===== config.mk =====
export PLATFORM = sky130hd
export DESIGN_NAME = wrr_arbiter_flat
export DESIGN_NICKNAME = d
export VERILOG_FILES = /design/src/rtl/wrr_arbiter_if.sv /design/src/rtl/wrr_arbiter.sv /design/src/flat_wrapper.sv
export SDC_FILE = /design/constraint.sdc
export NUM_CORES = 1
export LEC_CHECK = 0
export CAP_MARGIN = 20
export CORE_ASPECT_RATIO = 1.1
export CORE_MARGIN = 2
export CORE_UTILIZATION = 43
export DETAILED_ROUTE_END_ITERATION = 6
export HOLD_SLACK_MARGIN = 0.06
export PLACE_DENSITY = 0.76
export SYNTH_ARGS = -nofsm -noshare
export SYNTH_HDL_FRONTEND = slang
export SYNTH_SLANG_ARGS = --single-unit

===== constraint.sdc =====
create_clock -name clk -period 2.6 [get_ports clk]
set_input_delay 0.78 -clock clk [delete_from_list [all_inputs] [get_ports clk]]
set_output_delay 0.78 -clock clk [all_outputs]
set_load 0.1 [all_outputs]

===== src/rtl/wrr_arbiter_if.sv =====
// Requester/arbiter bundle for wrr_arbiter. The master drives requests,
// locks and weights. The slave (the arbiter) returns the registered grant.
interface wrr_arbiter_if #(
   parameter int unsigned NUM_PORTS = 4,
   parameter int unsigned WEIGHT_W  = 4,
   parameter int unsigned ID_W      = $clog2(NUM_PORTS)
);
   logic [NUM_PORTS-1:0]          req_i;
   logic [NUM_PORTS-1:0]          lock_i;
   logic [NUM_PORTS*WEIGHT_W-1:0] weight_i;
   logic [NUM_PORTS-1:0]          gnt_o;
   logic [ID_W-1:0]               gnt_id_o;
   logic                          gnt_vld_o;
   logic [WEIGHT_W-1:0]           credit_o;

   modport master (
      output req_i, lock_i, weight_i,
      input  gnt_o, gnt_id_o, gnt_vld_o, credit_o
   );

   modport slave (
      input  req_i, lock_i, weight_i,
      output gnt_o, gnt_id_o, gnt_vld_o, credit_o
   );
endinterface


===== src/rtl/wrr_arbiter.sv =====
// Weighted round-robin arbiter with packet lock.
// Each winner gets a tenure of up to its weight in beats. An asserted lock
// extends the tenure past the weight. The next winner is chosen in the same
// cycle that a tenure ends, so no idle cycle separates tenures.
module wrr_arbiter #(
   parameter int unsigned NUM_PORTS = 4,
   parameter int unsigned WEIGHT_W  = 4,
   parameter int unsigned ID_W      = $clog2(NUM_PORTS)
) (
   input  logic         clk,
   input  logic         reset_n,
   wrr_arbiter_if.slave bus
);

   typedef enum logic {IDLE, GRANT} state_e;

   state_e              state_q, state_d;
   logic [ID_W-1:0]     owner_q, owner_d;
   logic [ID_W-1:0]     ptr_q, ptr_d;
   logic [WEIGHT_W-1:0] credit_q, credit_d;

   logic [WEIGHT_W-1:0] weight_a [NUM_PORTS];
   logic [ID_W-1:0]     scan_base;
   logic [ID_W-1:0]     win_id;
   logic                win_vld;
   logic [WEIGHT_W-1:0] win_credit;
   logic                beat;
   logic                tenure_end;

   // Unpack the flat weight bus into one entry per port
   always_comb begin
      for (int unsigned p = 0; p < NUM_PORTS; p++) begin
         weight_a[p] = bus.weight_i[p*WEIGHT_W +: WEIGHT_W];
      end
   end

   // Round-robin search: start after the base port, wrap, and take the first requester
   always_comb begin
      int unsigned idx;
      // A tenure ends only in GRANT, and it moves ptr to the owner, so the
      // owner is the base here. This places the owner last in the scan.
      scan_base = (state_q == GRANT) ? owner_q : ptr_q;
      win_vld   = 1'b0;
      win_id    = '0;
      for (int unsigned i = 1; i <= NUM_PORTS; i++) begin
         idx = 32'(scan_base) + i;
         if (idx >= NUM_PORTS) begin
            idx = idx - NUM_PORTS;
         end
         if (!win_vld && bus.req_i[ID_W'(idx)]) begin
            win_vld = 1'b1;
            win_id  = ID_W'(idx);
         end
      end
      win_credit = (weight_a[win_id] == '0) ? WEIGHT_W'(1) : weight_a[win_id];
   end

   // State register: FSM state, tenure owner, remaining credit, last-served pointer
   always_ff @(posedge clk or negedge reset_n) begin
      if (!reset_n) begin
         state_q  <= IDLE;
         owner_q  <= '0;
         credit_q <= '0;
         ptr_q    <= ID_W'(NUM_PORTS - 1);
      end else begin
         state_q  <= state_d;
         owner_q  <= owner_d;
         credit_q <= credit_d;
         ptr_q    <= ptr_d;
      end
   end

   // Next-state logic: grant from idle, count beats, and hand over at tenure end
   always_comb begin
      state_d    = state_q;
      owner_d    = owner_q;
      credit_d   = credit_q;
      ptr_d      = ptr_q;
      beat       = bus.req_i[owner_q];
      tenure_end = !beat || ((credit_q <= WEIGHT_W'(1)) && !bus.lock_i[owner_q]);
      case (state_q)
         IDLE: begin
            if (win_vld) begin
               state_d  = GRANT;
               owner_d  = win_id;
               credit_d = win_credit;
            end
         end
         GRANT: begin
            if (tenure_end) begin
               ptr_d = owner_q;
               if (win_vld) begin
                  owner_d  = win_id;
                  credit_d = win_credit;
               end else begin
                  state_d  = IDLE;
                  owner_d  = '0;
                  credit_d = '0;
               end
            end else if (credit_q != '0) begin
               credit_d = credit_q - WEIGHT_W'(1);
            end
         end
         default: state_d = IDLE;
      endcase
   end

   // Output decode: one-hot grant and its index/credit, all zero while idle
   always_comb begin
      bus.gnt_o = '0;
      if (state_q == GRANT) begin
         bus.gnt_o[owner_q] = 1'b1;
      end
      bus.gnt_id_o  = owner_q;
      bus.gnt_vld_o = (state_q == GRANT);
      bus.credit_o  = credit_q;
   end

endmodule


===== src/flat_wrapper.sv =====
// flat-port wrapper written by rule: the top's interface ports become plain ports
module wrr_arbiter_flat 
#(
   parameter int unsigned NUM_PORTS = 4,
   parameter int unsigned WEIGHT_W  = 4,
   parameter int unsigned ID_W      = $clog2(NUM_PORTS)
)
  (clk, reset_n, bus_req_i, bus_lock_i, bus_weight_i, bus_gnt_o, bus_gnt_id_o, bus_gnt_vld_o, bus_credit_o);
  wrr_arbiter_if #(.NUM_PORTS(NUM_PORTS), .WEIGHT_W(WEIGHT_W), .ID_W(ID_W)) bus_i ();
  input  logic clk;
  input  logic reset_n;
  input wire logic [$bits(bus_i.req_i)-1:0] bus_req_i;
  input wire logic [$bits(bus_i.lock_i)-1:0] bus_lock_i;
  input wire logic [$bits(bus_i.weight_i)-1:0] bus_weight_i;
  output wire logic [$bits(bus_i.gnt_o)-1:0] bus_gnt_o;
  output wire logic [$bits(bus_i.gnt_id_o)-1:0] bus_gnt_id_o;
  output wire logic [$bits(bus_i.gnt_vld_o)-1:0] bus_gnt_vld_o;
  output wire logic [$bits(bus_i.credit_o)-1:0] bus_credit_o;
  assign bus_i.req_i = bus_req_i;
  assign bus_i.lock_i = bus_lock_i;
  assign bus_i.weight_i = bus_weight_i;
  assign bus_gnt_o = bus_i.gnt_o;
  assign bus_gnt_id_o = bus_i.gnt_id_o;
  assign bus_gnt_vld_o = bus_i.gnt_vld_o;
  assign bus_credit_o = bus_i.credit_o;
  wrr_arbiter #(.NUM_PORTS(NUM_PORTS), .WEIGHT_W(WEIGHT_W), .ID_W(ID_W)) u_core (.clk(clk), .reset_n(reset_n), .bus(bus_i));
endmodule

==> results of run 1 <==
[metal layers]
metal,part of all wire (%),routed length [um]
met1,40,1290
met2,52,1690
met3,4.6,150
met4,2.8,91
met5,0,0
[final cells by class]
class                      instances  area [um^2]
inverter                           7         33.8
sequential                         9          239
fill                             155          457
timing repair buffer              56          534
clock buffer                       4         26.3
tap                               28         35.0
multi-input combinational         96          738
[cell usage in the layout, fill, tap and decap left out, types with 2 or more instances in the layout]
master / count
nand2_1: 12
a21oi_1: 3
o21ai_0: 7
mux2_2: 3
o221ai_1: 2
dfrtp_2: 3
buf_4: 27
and3_1: 2
buf_12: 4
dfrtp_1: 2
nand2b_1: 4
o311ai_0: 3
clkbuf_4: 3
nor3_1: 3
or2_2: 2
clkdlybuf4s50_1: 22
inv_1: 6
nor2_1: 8
nor3_4: 2
nand3_1: 9
dfstp_2: 2
dfrtp_4: 2
o211ai_1: 2
a21o_1: 2
ha_1: 3
[synthesized netlist by cell type (2+ instances only)]
master and n:
nor3_1 4, and3_1 2, a211oi_1 2, nand3_1 9, nor2_1 9, buf_2 2, dfstp_2 2, dfrtp_1 7
nand2_1 12, a21o_1 2, o21ai_0 7, mux2_2 3, inv_1 6, o221ai_1 2, or2_2 3, nand2b_1 4
o311ai_0 3, ha_1 3, a21oi_1 3, o211ai_1 2
[power by group]
group	internal, mW	total, mW	switching [mW]
logic	0.719	1.87	1.15
registers	0.234	0.364	0.131
clock network	0.0596	0.118	0.0579
total	1.01	2.35	1.34
[critical path, stage by stage]
cell,delay [ns]
clkdlybuf4s50_1,0.39
mux2_2,0.27
o311ai_2,0.26
o311a_1,0.38
nor2_1,0.11
buf_4,0.17
o21ai_0,0.20
o31ai_1,0.11
[state kept, by name (all words and copies together) (netlist names)]
| register | count |
|---|---|
| u_core.bus.credit_o | 4 |
| u_core.bus.gnt_id_o | 2 |
| u_core.ptr_q | 2 |
| u_core.bus.gnt_vld_o | 1 |
[cells by family (layout without fill, tap and decap cells)]
| group | Yosys count | after routing |
|---|---|---|
| AOI/OAI and AO/OA | 37 | 37 |
| adders and majority gates | 3 | 3 |
| buffers and inverters | 10 | 67 |
| DFF | 9 | 9 |
| muxes | 5 | 5 |
| and+or+nand+nor | 51 | 51 |
[worst max path at each step]
stage	from	to	slack (ns)	cells past startpoint
final	bus_lock_i[3]	u_core.bus.gnt_id_o[0]	0.06	8
after global placement	bus_req_i[3]	u_core.bus.credit_o[0]	-0.29	8
after CTS	bus_req_i[1]	u_core.bus.credit_o[0]	0.002	8
after global routing	bus_lock_i[3]	u_core.bus.gnt_id_o[0]	0.01	8
after detailed placement	bus_req_i[3]	u_core.bus.credit_o[0]	-0.41	8
after floorplan	u_core.bus.gnt_vld_o	u_core.bus.credit_o[0]	-0.14	8
[metrics by stage]
stage | util (%) | power [mW] | setup slack, ns | setup TNS (ns) | instance area, um^2
detailed placement | 75.4 | 2.19 | -0.415 | -1.64 | 1560
CTS | 76.6 | 2.32 | 0.00191 | 0 | 1580
floorplan | - | 1.63 | -0.135 | -0.161 | 1020
global route | 77.9 | 2.46 | 0.0149 | 0 | 1610
finish | 77.9 | 2.35 | 0.0601 | 0 | 1610
global placement | 75.4 | 2.15 | -0.289 | -1.01 | 1560
[timing repair]
item | CTS | global route
hold buffers | 0 | 0
gates resized for setup | 2 | 5
pin swaps | 0 | 2
setup endpoints to repair | 4 | 4
setup buffers | 0 | 0
==> summary.md, run 1 <==
| Metric | Value |
|---|---|
| Status | `completed` |
| Largest family of logic cells by synthesized area | `compound AO/OA/AOI/OAI gates` |
| Worst-path clk slew | `0.07 ns` |
| Max transition margin | `68.5%` |
| Startpoint types | `input port` |
| GR Util met3 | `~6.5%` |
| Htree depth | `1` |
| DR WL/cell | `16.1 um` |
| I/O pin count | `37` |
| Post-DP HPWL | `2.51 mm` |
| Worst Hold End | `u_core.ptr_q[0]` |
| First-pass iteration count of the detailed router | `7` |
| Mapped Cells | `115` |
| Hold WS | `0.507 ns` |
| Core Region | `2060 um^2` |
| Dominant cells by area after synthesis | `dfrtp_1, dfstp_2, nand3_1, nand2_1, ha_1` |
| M1 GR Usage | `around 27%` |
| Hold path startpoint | `u_core.ptr_q[0]` |
| Critical R2R Launch | `u_core.bus.credit_o[0]` |
| CP Max Fanout | `6` |
| Mapped Avg Cell Area | `8.30 um^2` |
| Nature of the critical path endpoint | `register` |
| Die area | `2610 um^2` |
| Worst hold path class | `reg -> reg` |
| # setup viols final | `0` |
| Leakage | `0.703 nW` |
| Seq/Total Area, Yosys | `23.9%` |
| Vias post-DR | `1197` |
| Power density cells | `1460 nW/um^2` |
| Root Buffer Master | `clkbuf_4` |
| Total gr overflow | `0` |
| # rows | `17` |
| Post-DR vias/cell | `5.99` |
| Max Cap Viol | `0` |
| # placed instances | `196` |
| Drt drc | `0` |
| RD Place Congestion | `between 0.8 and 0.9` |
| Mux share of post-synthesis cell area | `6.95%` |
| Worst-Skew Late Latency | `0.28 ns` |
| Peak supply drop | `between 1 and 1.5 mV` |
| Async set-or-reset flop fraction in the synthesized netlist | `100%` |
| Hold Vio Cnt, Final | `0` |
| Top cell type's share of synthesized area | `18.3%` |
| Synth Flop Type | `dfrtp_1` |
| Worst R2R Path Depth | `8` |
| TritonCTS buffer count | `3` |
| Final max-slew violation count | `0` |
| Largest net degree at the start of global routing | `12` |
| Final Net Count | `202` |
| Routed WL | `3.23 mm` |
| CTS Sinks | `9` |
| Share of cells above drive strength 1 | `37.2%` |
| Crit Path Category | `in -> reg` |
| Synth area leader | `dfrtp_1` |
| XOR/XNOR Fraction of Synth Area | `0%` |
| FMAX | `0.394 GHz` |
| Antenna Diode Count | `0` |
| RSZ-0062 raised after global routing | `false` |
| First-pass GRT wire length | `about 5.2 mm` |
| 1st-iter DRT viols | `33` |
| Adder-Cell Fraction of Synth Area | `approximately 3.9%` |
| Compound-Gate Fraction of Synth Area | `32.2%` |
| EDFF count, synth | `0` |
| GRT Resource Usage Total | `26.0%` |
| Count of cell types in the netlist | `48` |
| Die height | `approximately 53 um` |
| Area Growth Syn to Fin | `68.3%` |
| Detail Route Antenna Nets | `0` |
| Tightest Pin Transition | `0.472 ns` |
| Initial core utilization | `about 46%` |
| Post-Syn Nets | `between 100 and 150` |
| Yosys warns | `0` |
| Fin crit period | `2.54 ns` |
| Met2 GRT Util | `49.5%` |
| Number of synthesized register bits | `9` |
| Worst Path Arrival | `2.69 ns` |
| Synthesized area | `955 um^2` |
| Max clock buf depth | `2` |
| Chip Width | `48.9 um` |
| Initial antenna violation count | `0` |
| CTS tree | `done` |
| Layout Cells excl Fill | `200` |
| Worst hold path depth | `2` |
| Clk_skew | `0.00436 ns` |
| Vias in the first global route | `1249` |
| Worst reg2reg setup slack | `0.27 ns` |
| Worst R2R End | `u_core.bus.credit_o[0]` |
| GR peak layer | `met2` |
| Period utilization | `97.7%` |
| IO Port Bufs | `36` |
| Post-Synth Simple-Gate Area | `28.0%` |
| WP data required | `2.75 ns` |
Note: power is estimated with default switching activity, not from simulation.
==> inputs of run 2 (changes only) <==
--- a/config.mk
+++ b/config.mk
@@ -8,10 +8,11 @@
 export CAP_MARGIN = 20
 export CORE_ASPECT_RATIO = 1.1
 export CORE_MARGIN = 2
-export CORE_UTILIZATION = 43
+export CORE_UTILIZATION = 39
 export DETAILED_ROUTE_END_ITERATION = 6
 export HOLD_SLACK_MARGIN = 0.06
-export PLACE_DENSITY = 0.76
+export MAX_ROUTING_LAYER = met4
+export PLACE_DENSITY = 0.72
 export SYNTH_ARGS = -nofsm -noshare
 export SYNTH_HDL_FRONTEND = slang
 export SYNTH_SLANG_ARGS = --single-unit
==> constraint.sdc (replaced) <==
create_clock -name clk -period 2.2 [get_ports clk]
set_input_delay 0.66 -clock clk [delete_from_list [all_inputs] [get_ports clk]]
set_output_delay 0.66 -clock clk [all_outputs]
set_load 0.1 [all_outputs]
==> summary.md, run 2 (synthesized netlist as in run 1, its figures left out) <==
| Metric | Value |
|---|---|
| CTS tree | `done (unchanged)` |
| Die height | `55.9 um (was 53.4 um)` |
| WP data required | `2.41 ns (was 2.75 ns)` |
| # rows | `18 (was 17)` |
| Critical R2R Launch | `u_core.bus.gnt_id_o[1] (was u_core.bus.credit_o[0])` |
| Worst-Skew Late Latency | `0.27 ns (was 0.28 ns)` |
| DR WL/cell | `17.2 um (was 16.1 um)` |
| Worst hold path class | `reg -> reg (unchanged)` |
| Largest net degree at the start of global routing | `11 (was 12)` |
| Final max-slew violation count | `0 (unchanged)` |
| Root Buffer Master | `clkbuf_4 (unchanged)` |
| Share of cells above drive strength 1 | `52.3% (was 37.2%)` |
| Fill cell count | `117 (was 155)` |
| Final WS setup | `-0.0309 ns (was 0.0601 ns)` |
| Final Net Count | `223 (was 202)` |
| Worst Path Arrival | `2.44 ns (was 2.69 ns)` |
| Hold bufs inserted after CTS | `0 (unchanged)` |
| Hold Vio Cnt, Final | `0 (unchanged)` |
| Worst Hold End | `u_core.ptr_q[0] (unchanged)` |
| Max transition margin | `71.9% (was 68.5%)` |
| Tightest Pin Transition | `0.418 ns (was 0.472 ns)` |
| Post-DP HPWL | `2.82 mm (was 2.51 mm)` |
| Layout Cells excl Fill | `223 (was 200)` |
| Post-DR vias/cell | `5.87 (was 5.99)` |
| First-pass iteration count of the detailed router | `4 (was 7)` |
| I/O pin count | `37 (unchanged)` |
| Most common cell after layout, fill and taps aside | `buf_4 (unchanged)` |
| Power density cells | `1780 nW/um^2 (was 1460 nW/um^2)` |
| CP Max Fanout | `6 (unchanged)` |
| Crit Path Category | `in -> reg (unchanged)` |
| Worst R2R End | `u_core.bus.credit_o[0] (unchanged)` |
| Htree depth | `1 (unchanged)` |
| Worst-path clk slew | `0.07 ns (about the same)` |
| Initial antenna violation count | `0 (unchanged)` |
| Final core occ | `86.6% (was 77.9%)` |
| Nature of the critical path endpoint | `register (unchanged)` |
| Die area | `2860 um^2 (was 2610 um^2)` |
| Core Region | `2270 um^2 (was 2060 um^2)` |
| Failing checks | `negative setup slack` |
| Period utilization | `101%` |
| Fin crit period | `2.23 ns` |
| Max clock buf depth | `2 (unchanged)` |
| GRT Resource Usage Total | `27.5% (was 26.0%)` |
| Status | `finished with violations (was completed)` |
| Antenna Diode Count | `0 (unchanged)` |
| Drt drc | `0 (unchanged)` |
| Commonest non-fill, non-tap cells in the layout | `buf_4, clkdlybuf4s50_1, nand2_1, buf_12, nand3_1 (was buf_4, clkdlybuf4s50_1, nand2_1, nand3_1, nor2_1)` |
| Clk_skew | `0.00136 ns (was 0.00436 ns)` |
| Hold path startpoint | `u_core.ptr_q[0] (unchanged)` |
| Routed WL | `3.84 mm (was 3.23 mm)` |
| CTS Sinks | `9 (unchanged)` |
| RSZ-0062 raised after global routing | `true (was false)` |
| TritonCTS buffer count | `3 (unchanged)` |
| Initial core utilization | `42.0% (was 46.3%)` |
| 1st-iter DRT viols | `55 (was 33)` |
| Post-Place Setup Slack | `-0.651 ns (was -0.415 ns)` |
| # placed instances | `215 (was 196)` |
| IO Port Bufs | `36 (unchanged)` |
| Vias in the first global route | `1357 (was 1249)` |
| Worst R2R Path Depth | `9 (was 8)` |
| # setup viols final | `1 (was 0)` |
| FMAX | `~0.45 GHz` |
| Startpoint types | `input port (unchanged)` |
| Vias post-DR | `1310 (was 1197)` |
| Worst hold path depth | `2 (unchanged)` |
| Max Cap Viol | `0 (unchanged)` |
| RD Place Congestion | `0.921 (was 0.820)` |
| Detail Route Antenna Nets | `0 (unchanged)` |
| Total gr overflow | `0 (unchanged)` |
| Hold WS | `0.544 ns (was 0.507 ns)` |
| Peak supply drop | `1.32 mV (was 1.13 mV)` |
| Worst reg2reg setup slack | `-0.02 ns (was 0.27 ns)` |
| First-pass GRT wire length | `5.92 mm (was 5.24 mm)` |
| Leakage | `0.857 nW (was 0.703 nW)` |
| Area Growth Syn to Fin | `106% (was 68.3%)` |
| Max reg flops | `4 (unchanged)` |
| Chip Width | `51.2 um (was 48.9 um)` |
-- run 2: cell count changes in the layout (fill, tap and decap cells not counted), sizes merged --
cell / before / now
buf: 31 / 52
clkbuf: 4 / 3
dlygate4sd2: 1 / 5
clkdlybuf4s50: 22 / 19
dlymetal6s2s: 1 / 0
clkinv: 0 / 1
-- run 2: how the worst max path moves through the flow --
stage / from / endpoint / slack [ns]
finish: bus_req_i[3] / u_core.bus.credit_o[0] / -0.03
global placement: bus_req_i[3] / u_core.bus.credit_o[0] / -0.55
CTS: u_core.bus.gnt_id_o[0] / u_core.bus.credit_o[0] / -0.005
global route: u_core.bus.gnt_vld_o / u_core.bus.credit_o[0] / -0.08
detailed placement: bus_req_i[3] / u_core.bus.credit_o[0] / -0.65
floorplan: u_core.bus.gnt_vld_o / u_core.bus.credit_o[0] / -0.54
-- run 2: report_power, final --
part	switching [mW]	internal, mW	leakage (nW)
sequential	0.0990	0.284	0.0956
clock	0.0667	0.0674	0.0177
combinational	1.63	1.36	0.744
total	1.80	1.71	0.857
-- run 2: per-stage QoR --
step | power, mW | setup TNS, ns | cell area (um^2)
3_3_place_gp | 2.93 | -2.80 | 1780
5_1_grt | 3.67 | -0.208 | 1970
4_1_cts | 3.33 | -0.00488 | 1910
6_report | 3.51 | -0.0309 | 1970
3_5_place_dp | 3.00 | -3.41 | 1780
2_1_floorplan | 1.93 | -2.31 | 1020
-- run 2: cell type report --
type / instances / area [um^2] / area share (%)
Inverter: 7 / 33.8 / 1.71
Tap cell: 30 / 37.5 / 1.90
Timing Repair Buffer: 77 / 790 / 40.1
Clock inverter: 1 / 5.00 / 0.254
Multi-Input combinational cell: 96 / 838 / 42.5
Sequential cell: 9 / 244 / 12.4
Clock buffer: 3 / 22.5 / 1.14
-- run 2: routing by layer --
metal	global-route usage (%)	routed length, um	up-vias	part of all wire, %
met3	2.96	213	16	5.5
met2	48.1	2050	65	53
met5	-	0	-	0
met4	12.4	123	0	3.2
li1	-	-	604	-
met1	30.8	1460	625	38
-- run 2: what timing repair did --
action,CTS,global route
endpoints found under the setup margin,6,5
pin swaps,9,7
setup buffers,3,1
gates resized for setup,26,12
-- run 2: critical path, cell delays in order --
cell,delay [ns]
clkdlybuf4s15_2,0.27
buf_4,0.14
a21oi_1,0.07
buf_4,0.16
o41ai_4,0.30
or2_4,0.19
mux4_2,0.31
o21ba_4,0.23
a21o_1,0.11
==> inputs of run 3 (changes only) <==
--- a/config.mk
+++ b/config.mk
@@ -7,7 +7,7 @@
 export LEC_CHECK = 0
 export CAP_MARGIN = 20
 export CORE_ASPECT_RATIO = 1.1
-export CORE_MARGIN = 2
+export CORE_MARGIN = 5
 export CORE_UTILIZATION = 39
 export DETAILED_ROUTE_END_ITERATION = 6
 export HOLD_SLACK_MARGIN = 0.06
==> summary.md, run 3 (synthesized netlist as in run 1, its figures left out) <==
| Metric | Value |
|---|---|
| Status | `finished with violations (unchanged)` |
| Failing checks | `negative setup slack (unchanged)` |
| Sequential Power Share | `11.1% (was 10.9%)` |
| First-pass GRT wire length | `6.58 mm (was 5.92 mm)` |
| Routed WL | `4.17 mm (was 3.84 mm)` |
| Core Region | `2300 um^2 (was 2270 um^2)` |
| Drt drc | `0 (unchanged)` |
| Total gr overflow | `0 (unchanged)` |
| Vias in the first global route | `1435 (was 1357)` |
| Hold bufs inserted after CTS | `0 (unchanged)` |
| CP Max Fanout | `6 (unchanged)` |
| Peak supply drop | `1.21 mV (was 1.32 mV)` |
| Share of cells above drive strength 1 | `51.8% (was 52.3%)` |
| Initial core utilization | `41.6% (was 42.0%)` |
| Max Cap Viol | `0 (unchanged)` |
| # rows | `18 (unchanged)` |
| RD Place Congestion | `0.893 (was 0.921)` |
| Root Buffer Master | `clkbuf_4 (unchanged)` |
| Hold Vio Cnt, Final | `0 (unchanged)` |
| Total power | `3.49 mW (was 3.51 mW)` |
| Worst Path Arrival | `2.47 ns (was 2.44 ns)` |
| Period utilization | `103% (was 101%)` |
| Nature of the critical path endpoint | `register (unchanged)` |
| 1st-iter DRT viols | `62 (was 55)` |
| CTS tree | `done (unchanged)` |
| Most common cell after layout, fill and taps aside | `buf_4 (unchanged)` |
| # placed instances | `217 (was 215)` |
| Layout Cells excl Fill | `221 (was 223)` |
| Clk_skew | `0.00665 ns (was 0.00136 ns)` |
| Switching share of power | `52.4% (was 51.2%)` |
| Tightest Pin Transition | `0.477 ns (was 0.418 ns)` |
| CTS Sinks | `9 (unchanged)` |
| Die height | `61.9 um (was 55.9 um)` |
| IO Port Bufs | `36 (unchanged)` |
| RSZ-0062 raised after global routing | `true (unchanged)` |
| Internal power | `1.66 mW (was 1.71 mW)` |
| Final max-slew violation count | `0 (unchanged)` |
| Max reg flops | `4 (unchanged)` |
| Chip Width | `57.2 um (was 51.2 um)` |
| Net Sw Power | `1.83 mW (was 1.80 mW)` |
| WP data required | `2.42 ns (was 2.41 ns)` |
| Worst hold path class | `reg -> reg (unchanged)` |
| Crit Path Category | `reg -> reg (was in -> reg)` |
| Final core occ | `86.2% (was 86.6%)` |
| Largest net degree at the start of global routing | `11 (unchanged)` |
| Worst-Skew Late Latency | `0.28 ns (was 0.27 ns)` |
| Final WS setup | `-0.0577 ns (was -0.0309 ns)` |
| Setup_tns | `-0.0577 ns (was -0.0309 ns)` |
| Clock network fraction of total power | `4.1% (was 3.8%)` |
| DR WL/cell | `18.9 um (was 17.2 um)` |
| GRT Resource Usage Total | `25.5% (was 27.5%)` |
| FMAX | `0.443 GHz (was 0.448 GHz)` |
| Combinational share of power | `84.8% (was 85.3%)` |
| Power density cells | `1760 nW/um^2 (was 1780 nW/um^2)` |
| Setup fix buffers added after clock tree synthesis | `0 (was 3)` |
| Post-DP HPWL | `3.07 mm (was 2.82 mm)` |
| Antenna Diode Count | `0 (unchanged)` |
| Hold WS | `0.551 ns (was 0.544 ns)` |
| Max clock buf depth | `2 (unchanged)` |
| Commonest non-fill, non-tap cells in the layout | `buf_4, clkdlybuf4s50_1, nand2_1, buf_12, nand3_1 (unchanged)` |
| Final Net Count | `221 (was 223)` |
| First-pass iteration count of the detailed router | `4 (unchanged)` |
| Max transition margin | `67.9% (was 71.9%)` |
| Initial antenna violation count | `0 (unchanged)` |
| TritonCTS buffer count | `3 (unchanged)` |
| Htree depth | `1 (unchanged)` |
| Detail Route Antenna Nets | `0 (unchanged)` |
| # setup viols final | `1 (unchanged)` |
| Die area | `3540 um^2 (was 2860 um^2)` |
| Area Growth Syn to Fin | `107% (was 106%)` |
| Worst-path clk slew | `0.07 ns (about the same)` |
| Post-DR vias/cell | `5.96 (was 5.87)` |
| Startpoint types | `register (was input port)` |
| I/O pin count | `37 (unchanged)` |
| Vias post-DR | `1317 (was 1310)` |
| Fin crit period | `2.26 ns (was 2.23 ns)` |
| Leakage | `0.848 nW (was 0.857 nW)` |
[run 3: cell count changes in the layout (fill, tap and decap cells not counted), moves of 2 or more]
cell     previous run  this run
buf_4              39        33
buf_6               1         5
nand3_1             9         7
nand3_2             0         2
o21ai_0             3         5
o21ai_1             4         2
[run 3: per-layer routing]
metal / vias to the layer above / share of wire (%) / GRT usage [%]
met4: 0 / 3.1 / 15.2
met3: 13 / 5.6 / 2.89
li1: 598 / - / -
met5: - / 0 / -
met1: 637 / 39 / 26.1
met2: 69 / 53 / 47.5
[run 3: worst paths after layout]
| kind | startpoint | end | slack (ns) | cells after the start |
|---|---|---|---|---|
| max | u_core.bus.gnt_vld_o | u_core.bus.credit_o[0] | -0.06 | 7 |
| min | u_core.ptr_q[0] | u_core.ptr_q[0] | 0.55 | 2 |
| max reg2reg | u_core.bus.gnt_vld_o | u_core.bus.credit_o[0] | -0.06 | 7 |
| min reg2reg | u_core.ptr_q[0] | u_core.ptr_q[0] | 0.55 | 2 |
| max in group asynchronous | reset_n | u_core.bus.gnt_vld_o | 1.16 | 1 |
| min in group asynchronous | reset_n | u_core.bus.gnt_id_o[0] | 0.69 | 1 |
[run 3: area by class of cell]
class	instances	area, um^2
multi-input cells	96	848
repair buffers	75	791
fillers	119	317
flip-flops and latches	9	244
well taps	30	37.5
inverters	7	33.8
clock buffers	4	26.3
[run 3: what timing repair did]
| item | 4_1_cts | 5_1_grt |
|---|---|---|
| gates resized for setup | 27 | 13 |
| pin swaps | 8 | 4 |
| setup endpoints to repair | 6 | 7 |
[run 3: power by group through the flow]
stage	registers [mW]	clock network, mW	logic [mW]
finish	0.388	0.143	2.96
floorplan	0.763	0	1.17
global placement	0.347	0	2.58
CTS	0.367	0.138	2.81
detailed placement	0.357	0	2.65
global route	0.392	0.154	3.08
[run 3: per-stage QoR]
stage	cell area (um^2)	setup slack (ns)
6_report	1980	-0.0577
3_5_place_dp	1810	-0.646
2_1_floorplan	1020	-0.535
5_1_grt	1980	-0.0871
3_3_place_gp	1810	-0.555
4_1_cts	1920	-0.00504
[run 3: worst max-delay path, stage by stage, from the launching register on]
cell and delay [ns]:
dfrtp_4 0.50, buf_12 0.16, mux2i_4 0.20, a221o_2 0.39
o21a_4 0.15, mux4_2 0.44, o21ba_1 0.24, a21o_1 0.12
